==> config.mk <==
export PLATFORM = sky130hd
export DESIGN_NAME = multicycle_ctrl
export DESIGN_NICKNAME = d
export VERILOG_FILES = /design/src/rtl/multicycle_ctrl.sv
export SDC_FILE = /design/constraint.sdc
export NUM_CORES = 1
export LEC_CHECK = 0
export ABC_CLOCK_PERIOD_IN_PS = 2100
export CELL_PAD_IN_SITES_DETAIL_PLACEMENT = 1
export CELL_PAD_IN_SITES_GLOBAL_PLACEMENT = 1
export CORE_MARGIN = 2
export CORE_UTILIZATION = 34
export CTS_BUF_LIST = sky130_fd_sc_hd__clkbuf_2 sky130_fd_sc_hd__clkbuf_4 sky130_fd_sc_hd__clkbuf_8
export DETAILED_ROUTE_END_ITERATION = 16
export PLACE_DENSITY_LB_ADDON = 0.08
export SYNTH_ARGS = -nofsm -noshare
export SYNTH_HDL_FRONTEND = slang
export SYNTH_SLANG_ARGS = --single-unit
==> constraint.sdc <==
create_clock -name clk_i -period 2.1 [get_ports clk_i]
set_input_delay 0.21 -clock clk_i [delete_from_list [all_inputs] [get_ports clk_i]]
set_output_delay 0.21 -clock clk_i [all_outputs]
set_load 0.03 [all_outputs]
==> src/rtl/multicycle_ctrl.sv <==
// Multi-cycle MIPS-subset main control FSM with memory-stall handshake and retired-instruction counter.
// Build option ILLEGAL_TRAP_EN: illegal opcodes halt the core instead of retiring as NOPs.
`timescale 1ns/1ps

// state    | meaning
// IDLE     | post-reset, all outputs 0
// FETCH    | read instruction at PC, PC+4; waits for memory ready
// DECODE   | latch opcode class, precompute branch target
// MEM_ADDR | compute rs + sign-ext imm
// MEM_RD   | load access, waits for memory ready
// MEM_WB   | write MDR to rt
// MEM_WR   | store access, waits for memory ready
// EXEC_R   | R-type ALU operation
// EXEC_I   | immediate ALU operation
// ALU_WB   | write ALUOut to rd/rt
// BRANCH   | compare and conditionally load branch target
// JUMP     | load jump address
// HALT     | trapped on illegal opcode
module multicycle_ctrl #(
    parameter int COUNT_W = 32
) (
    input  logic               clk_i,
    input  logic               rst_i,
    input  logic [5:0]         opcode_i,
    input  logic               mem_ready_i,
    output logic               pc_write_o,
    output logic               pc_write_cond_o,
    output logic               branch_eq_o,
    output logic               ir_write_o,
    output logic               iord_o,
    output logic               mem_read_o,
    output logic               mem_write_o,
    output logic               mem_to_reg_o,
    output logic               reg_dst_o,
    output logic               reg_write_o,
    output logic               alu_src_a_o,
    output logic [1:0]         alu_src_b_o,
    output logic [1:0]         alu_op_o,
    output logic [1:0]         pc_source_o,
    output logic               halt_o,
    output logic [3:0]         state_o,
    output logic [COUNT_W-1:0] instr_count_o
);

    localparam logic [3:0] S_IDLE     = 4'd0;
    localparam logic [3:0] S_FETCH    = 4'd1;
    localparam logic [3:0] S_DECODE   = 4'd2;
    localparam logic [3:0] S_MEM_ADDR = 4'd3;
    localparam logic [3:0] S_MEM_RD   = 4'd4;
    localparam logic [3:0] S_MEM_WB   = 4'd5;
    localparam logic [3:0] S_MEM_WR   = 4'd6;
    localparam logic [3:0] S_EXEC_R   = 4'd7;
    localparam logic [3:0] S_EXEC_I   = 4'd8;
    localparam logic [3:0] S_ALU_WB   = 4'd9;
    localparam logic [3:0] S_BRANCH   = 4'd10;
    localparam logic [3:0] S_JUMP     = 4'd11;
    localparam logic [3:0] S_HALT     = 4'd12;

    localparam logic [2:0] C_NONE = 3'd0;
    localparam logic [2:0] C_R    = 3'd1;
    localparam logic [2:0] C_LW   = 3'd2;
    localparam logic [2:0] C_SW   = 3'd3;
    localparam logic [2:0] C_BEQ  = 3'd4;
    localparam logic [2:0] C_BNE  = 3'd5;
    localparam logic [2:0] C_I    = 3'd6;
    localparam logic [2:0] C_J    = 3'd7;

    logic [3:0]         state_q, state_next;
    logic [2:0]         cls_q, dec_cls;
    logic [COUNT_W-1:0] count_q;
    logic               retire;

    function automatic logic [2:0] op_class(input logic [5:0] op);
        case (op)
            6'h00:        return C_R;
            6'h23:        return C_LW;
            6'h2B:        return C_SW;
            6'h04:        return C_BEQ;
            6'h05:        return C_BNE;
            6'h08, 6'h0A: return C_I;
            6'h02:        return C_J;
            default:      return C_NONE;
        endcase
    endfunction

    assign dec_cls = op_class(opcode_i);

    always_comb begin
        state_next = state_q;
        retire     = 1'b0;
        case (state_q)
            S_IDLE:     state_next = S_FETCH;
            S_FETCH:    if (mem_ready_i) state_next = S_DECODE;
            S_DECODE: begin
                case (dec_cls)
                    C_R:          state_next = S_EXEC_R;
                    C_LW, C_SW:   state_next = S_MEM_ADDR;
                    C_BEQ, C_BNE: state_next = S_BRANCH;
                    C_I:          state_next = S_EXEC_I;
                    C_J:          state_next = S_JUMP;
                    default: begin
`ifdef ILLEGAL_TRAP_EN
                        state_next = S_HALT;
`else
                        state_next = S_FETCH;
                        retire     = 1'b1;
`endif
                    end
                endcase
            end
            S_MEM_ADDR: state_next = (cls_q == C_SW) ? S_MEM_WR : S_MEM_RD;
            S_MEM_RD:   if (mem_ready_i) state_next = S_MEM_WB;
            S_MEM_WR: begin
                if (mem_ready_i) begin
                    state_next = S_FETCH;
                    retire     = 1'b1;
                end
            end
            S_EXEC_R, S_EXEC_I: state_next = S_ALU_WB;
            S_MEM_WB, S_ALU_WB, S_BRANCH, S_JUMP: begin
                state_next = S_FETCH;
                retire     = 1'b1;
            end
`ifdef ILLEGAL_TRAP_EN
            S_HALT:     state_next = S_HALT;
`else
            S_HALT:     state_next = S_IDLE;
`endif
            default:    state_next = S_IDLE;
        endcase
    end

    always_ff @(posedge clk_i or posedge rst_i) begin
        if (rst_i) begin
            state_q <= S_IDLE;
            cls_q   <= C_NONE;
            count_q <= '0;
        end else begin
            state_q <= state_next;
            if (state_q == S_DECODE) cls_q <= dec_cls;
            if (retire) count_q <= count_q + COUNT_W'(1);
        end
    end

    // Moore decode; only FETCH's IR/PC load looks at mem_ready_i.
    always_comb begin
        pc_write_o      = 1'b0;
        pc_write_cond_o = 1'b0;
        branch_eq_o     = 1'b0;
        ir_write_o      = 1'b0;
        iord_o          = 1'b0;
        mem_read_o      = 1'b0;
        mem_write_o     = 1'b0;
        mem_to_reg_o    = 1'b0;
        reg_dst_o       = 1'b0;
        reg_write_o     = 1'b0;
        alu_src_a_o     = 1'b0;
        alu_src_b_o     = 2'b00;
        alu_op_o        = 2'b00;
        pc_source_o     = 2'b00;
        halt_o          = 1'b0;
        case (state_q)
            S_FETCH: begin
                mem_read_o  = 1'b1;
                alu_src_b_o = 2'b01;
                ir_write_o  = mem_ready_i;
                pc_write_o  = mem_ready_i;
            end
            S_DECODE:   alu_src_b_o = 2'b11;
            S_MEM_ADDR: begin
                alu_src_a_o = 1'b1;
                alu_src_b_o = 2'b10;
            end
            S_MEM_RD: begin
                iord_o     = 1'b1;
                mem_read_o = 1'b1;
            end
            S_MEM_WB: begin
                reg_write_o  = 1'b1;
                mem_to_reg_o = 1'b1;
            end
            S_MEM_WR: begin
                iord_o      = 1'b1;
                mem_write_o = 1'b1;
            end
            S_EXEC_R: begin
                alu_src_a_o = 1'b1;
                alu_op_o    = 2'b10;
            end
            S_EXEC_I: begin
                alu_src_a_o = 1'b1;
                alu_src_b_o = 2'b10;
                alu_op_o    = 2'b11;
            end
            S_ALU_WB: begin
                reg_write_o = 1'b1;
                reg_dst_o   = (cls_q == C_R);
            end
            S_BRANCH: begin
                alu_src_a_o     = 1'b1;
                alu_op_o        = 2'b01;
                pc_write_cond_o = 1'b1;
                pc_source_o     = 2'b01;
                branch_eq_o     = (cls_q == C_BEQ);
            end
            S_JUMP: begin
                pc_write_o  = 1'b1;
                pc_source_o = 2'b10;
            end
            S_HALT: begin
`ifdef ILLEGAL_TRAP_EN
                halt_o = 1'b1;
`endif
            end
            default: ;
        endcase
    end

    assign state_o       = state_q;
    assign instr_count_o = count_q;

endmodule

==> summary.md <==
The checks that failed: negative setup slack. The initial antenna violation count is 0, and the share of flip-flops with an asynchronous set or reset after synthesis is 100%. The peak-usage layer in the global routing report was met2. Routability-driven placement finished with a final weighted congestion of 0.787.

The worst register-to-register path begins at state_o[3]$_DFFE_PP0P_. The floorplan has 29 rows. The detailed-route wire length is 7440 um, and the count of flip-flops with a built-in enable after synthesis is 0.

STA puts the critical path data required time at 2280 ps. After synthesis, the mean cell area works out to 9.81 sq um. The critical path goes through or4b_4 -> or2_1 -> o221a_4 -> buf_12 -> or4_4 -> xnor2_2. The Yosys step of the flow raised 0 warnings. The final critical-path setup slack came out at -173 ps. The clock-pin slew of the registers on the worst-case setup and hold paths is 100 ps. Worst-case reg-to-reg path depth: 6.

The clock passes through at most 2 buffers. Count of input and output buffers: 61. In the routed design, unresolved DRC markers number 0. Power density of the placed cells: 1140 nW/um^2. The flow ran to the end, but the final reports show violations.

In this run the number of H-tree levels came out at 2. The share of the clock period used by the worst path after layout came out at 108%. The die is 86.2 um wide.

The die covers 7430 sq um. In the layout the commonest cells are 45 x clkdlybuf4s50_1, 40 x buf_4, 38 x dfrtp_1, 26 x xor2_1, 18 x nand2_1. The smallest clock period supported by the final layout is computed as 2270 ps. Setup repair after global routing could not meet its margin everywhere. The largest fanout of any net on the critical path is 7, and the biggest cell delay along the critical path is 560 ps. Across the routed clock network, the largest skew measured is 17.9 ps. The filler-free cell count of the finished design is 416. In the final routed layout, each cell accounts on average for 17.9 um. Prior to clock tree synthesis, the placed netlist has a worst setup slack of -330 ps.

The detailed router placed 2,209 vias in this run. The met3 usage was 3.05%. Synthesis produced a netlist with a net count of 244. The clock net sink count was 39. The fraction of the core area covered by cells at the end of the flow is 59.0%, and the clock insertion delay at the later pin of the skew report is 300 ps. The wire length of the first global-routing pass was 12,400 um. The capturing point of the worst reg2reg path was instr_count_o[10]$_DFFE_PP0P_.

The min-delay analysis places its worst path in the category input pin to asynchronous set/reset pin. Once detail routing completed, the nets flagged for antenna violations numbered 0. The pre-antenna-repair detailed-routing pass consisted of 4 iterations.

For the leakage component of the power, the log shows 0.00173 uW. Synthesis handed over a netlist of 234 instances. The final layout contains 348 nets. The part of the Yosys area used for sequential elements came out at 42.5%. The tools report the element type at the critical path end as a register. Total of endpoints with negative setup slack in the final report: 25. The largest individual stage delay along the critical path comes from the cell or4b_4. The area growth from synthesis to layout is 65.1%. The number of distinct library cell variants in the gate-level netlist after synthesis was 49; the count of state elements after synthesis was 39. At the worst endpoint, the arrival time is 2450 ps. The startpoint class of the critical path was a register. The launch point of the critical path was state_o[3]$_DFFE_PP0P_. Across all register-to-register paths, the minimum setup slack is -170 ps. The logs give 36.3% for the met2 global-route usage and 440 MHz for the highest clock frequency the design can meet. For this configuration, the core starts out at a cell density of 35.7%. The tool flagged a number of max-cap violations equal to 0. The run gives 47.5% as the worst slew margin relative to its limit. The wire-length estimate of the detail-placed layout is 4990 um. The pin count of the biggest net entering global routing is 28, and the all-layer global routing usage is 21.3%. The run gives 0 as the max-slew violation count. Global routing used 29.5% of the available met1 tracks. For the overall overflow remaining after global route, the log shows 0. The buffer cell driving the clock tree root is clkbuf_8. IR analysis of the VDD net gives a maximum drop of 0.730 mV. The logs give 63 for the number of ports placed on the die boundary and 4320 uW for the final total power.

In this run, the number of DRC markers left after iteration 0 of detailed routing was 32. The slew at the pin closest to its max-slew limit came out at 785 ps. The hold violation count in the final report is 0. The worst setup path is of the register to register kind. The number of antenna diodes was 0.

The number of vias per cell works out to 5.31. Via count of the first global-routing pass: 2,355. Among cell families on the critical path, the largest total delay comes from simple AND/OR/NAND/NOR gates. The ratio of cells with drive above 1 in the final layout works out to 29.5%.

The height of the die is 86.2 um, and the core area is 6420 sq um. For this run, the leading register cell type out of synthesis is dfrtp_1. TritonCTS built the clock tree.

Number of buffers and inverters on the critical path: 1. The number of cells after detailed placement is 394. Counting the buffers created by CTS gives 5. The cell area that synthesis handed to floorplanning was 2300 sq um. Leaving out fill and tap cells, the most frequent cell in the layout is clkdlybuf4s50_1.
[flip-flops by register name, summed over array words and instances, names as in the netlist]
name,count
state_o,4
instr_count_o,32
cls_q,3
[cells in the mapped netlist (all sizes together), types with 2 or more instances]
cell type	instances	area share, %
dfrtp	39	43
xor2	26	9.9
nand2	18	2.9
nor2	18	2.9
nor4	17	6.3
nor3	14	3.1
nand3	11	2.4
buf	8	2.7
clkbuf	7	1.1
xnor2	7	3.0
a21oi	6	1.3
nand4	6	1.6
nor4b	5	3.0
and3	4	1.1
inv	4	0.65
nand2b	4	1.1
nor2b	3	0.82
nor3b	3	0.98
o21ai	3	0.65
or2	3	0.82
a2111oi	2	0.76
a21o	2	0.65
a31oi	2	0.54
mux2	2	0.98
nand4b	2	0.76
o41ai	2	0.76
or4b	2	0.87
[worst register-to-register path: cells and delay by family (launching register included)]
kind,cells,cell delay [ps]
AO/OA/AOI/OAI,1,250
XOR/XNOR,1,140
buffers and inverters,1,150
flip-flops,1,390
AND/OR/NAND/NOR,3,1240
[cell families (layout without fill, tap and decap cells)]
kind of cell	after synthesis	after routing	synth area share, %
DFF	39	39	42.5
xor gates and xnor gates	33	33	12.9
muxes	2	2	0.981
other	1	1	0.163
and+or+nand+nor	115	115	30.6
adders and majority gates	1	1	0.545
AOI/OAI and AO/OA	24	24	7.79
buffers and inverters	19	124	4.52
[power breakdown]
part | internal (uW) | switching [uW] | leakage (uW)
sequential | 885 | 128 | 0.000426
clock | 238 | 307 | 0.0000408
combinational | 1210 | 1560 | 0.00127
[cell type report]
class	instances	area, sq um
Tap cell	77	96.3
Fill cell	697	2630
Clock inverter	3	23.8
Multi-Input combinational cell	176	1520
Sequential cell	39	977
Timing Repair Buffer	112	1090
Clock buffer	5	68.8
Inverter	4	15.0
[stage by stage]
stage	setup TNS, ps	hold slack (ps)	cell area [sq um]
after floorplan	-7560	307	2440
after global placement	-7760	458	3340
after detailed placement	-8860	477	3340
after CTS	-1910	279	3740
after global routing	-4290	322	3790
final	-2060	275	3790
[repair_timing]
| item | 4_1_cts | 5_1_grt |
|---|---|---|
| buffers inserted | 10 | 2 |
| hold buffers | 0 | 0 |
| pin swaps | 37 | 15 |
| gates cloned | 2 | 0 |
| endpoints found under the setup margin | 36 | 34 |
| endpoints found under the hold margin | 0 | 0 |
| resized for setup | 43 | 11 |
[worst max path at each step]
stage,endpoint,slack (ps),cells after the start
final,instr_count_o[10]$_DFFE_PP0P_,-170,6
after global routing,instr_count_o[19]$_DFFE_PP0P_,-240,7
after CTS,instr_count_o[10]$_DFFE_PP0P_,-160,6
after detailed placement,instr_count_o[7]$_DFFE_PP0P_,-330,7
after global placement,instr_count_o[7]$_DFFE_PP0P_,-300,7
after floorplan,instr_count_o[10]$_DFFE_PP0P_,-310,7
[routing by layer]
metal,up-vias,share of wire [%]
li1,1056,-
met1,1102,47
met2,47,49
met3,4,3.0
met4,0,0.54
met5,-,0
Note: power is estimated with default switching activity, not from simulation.
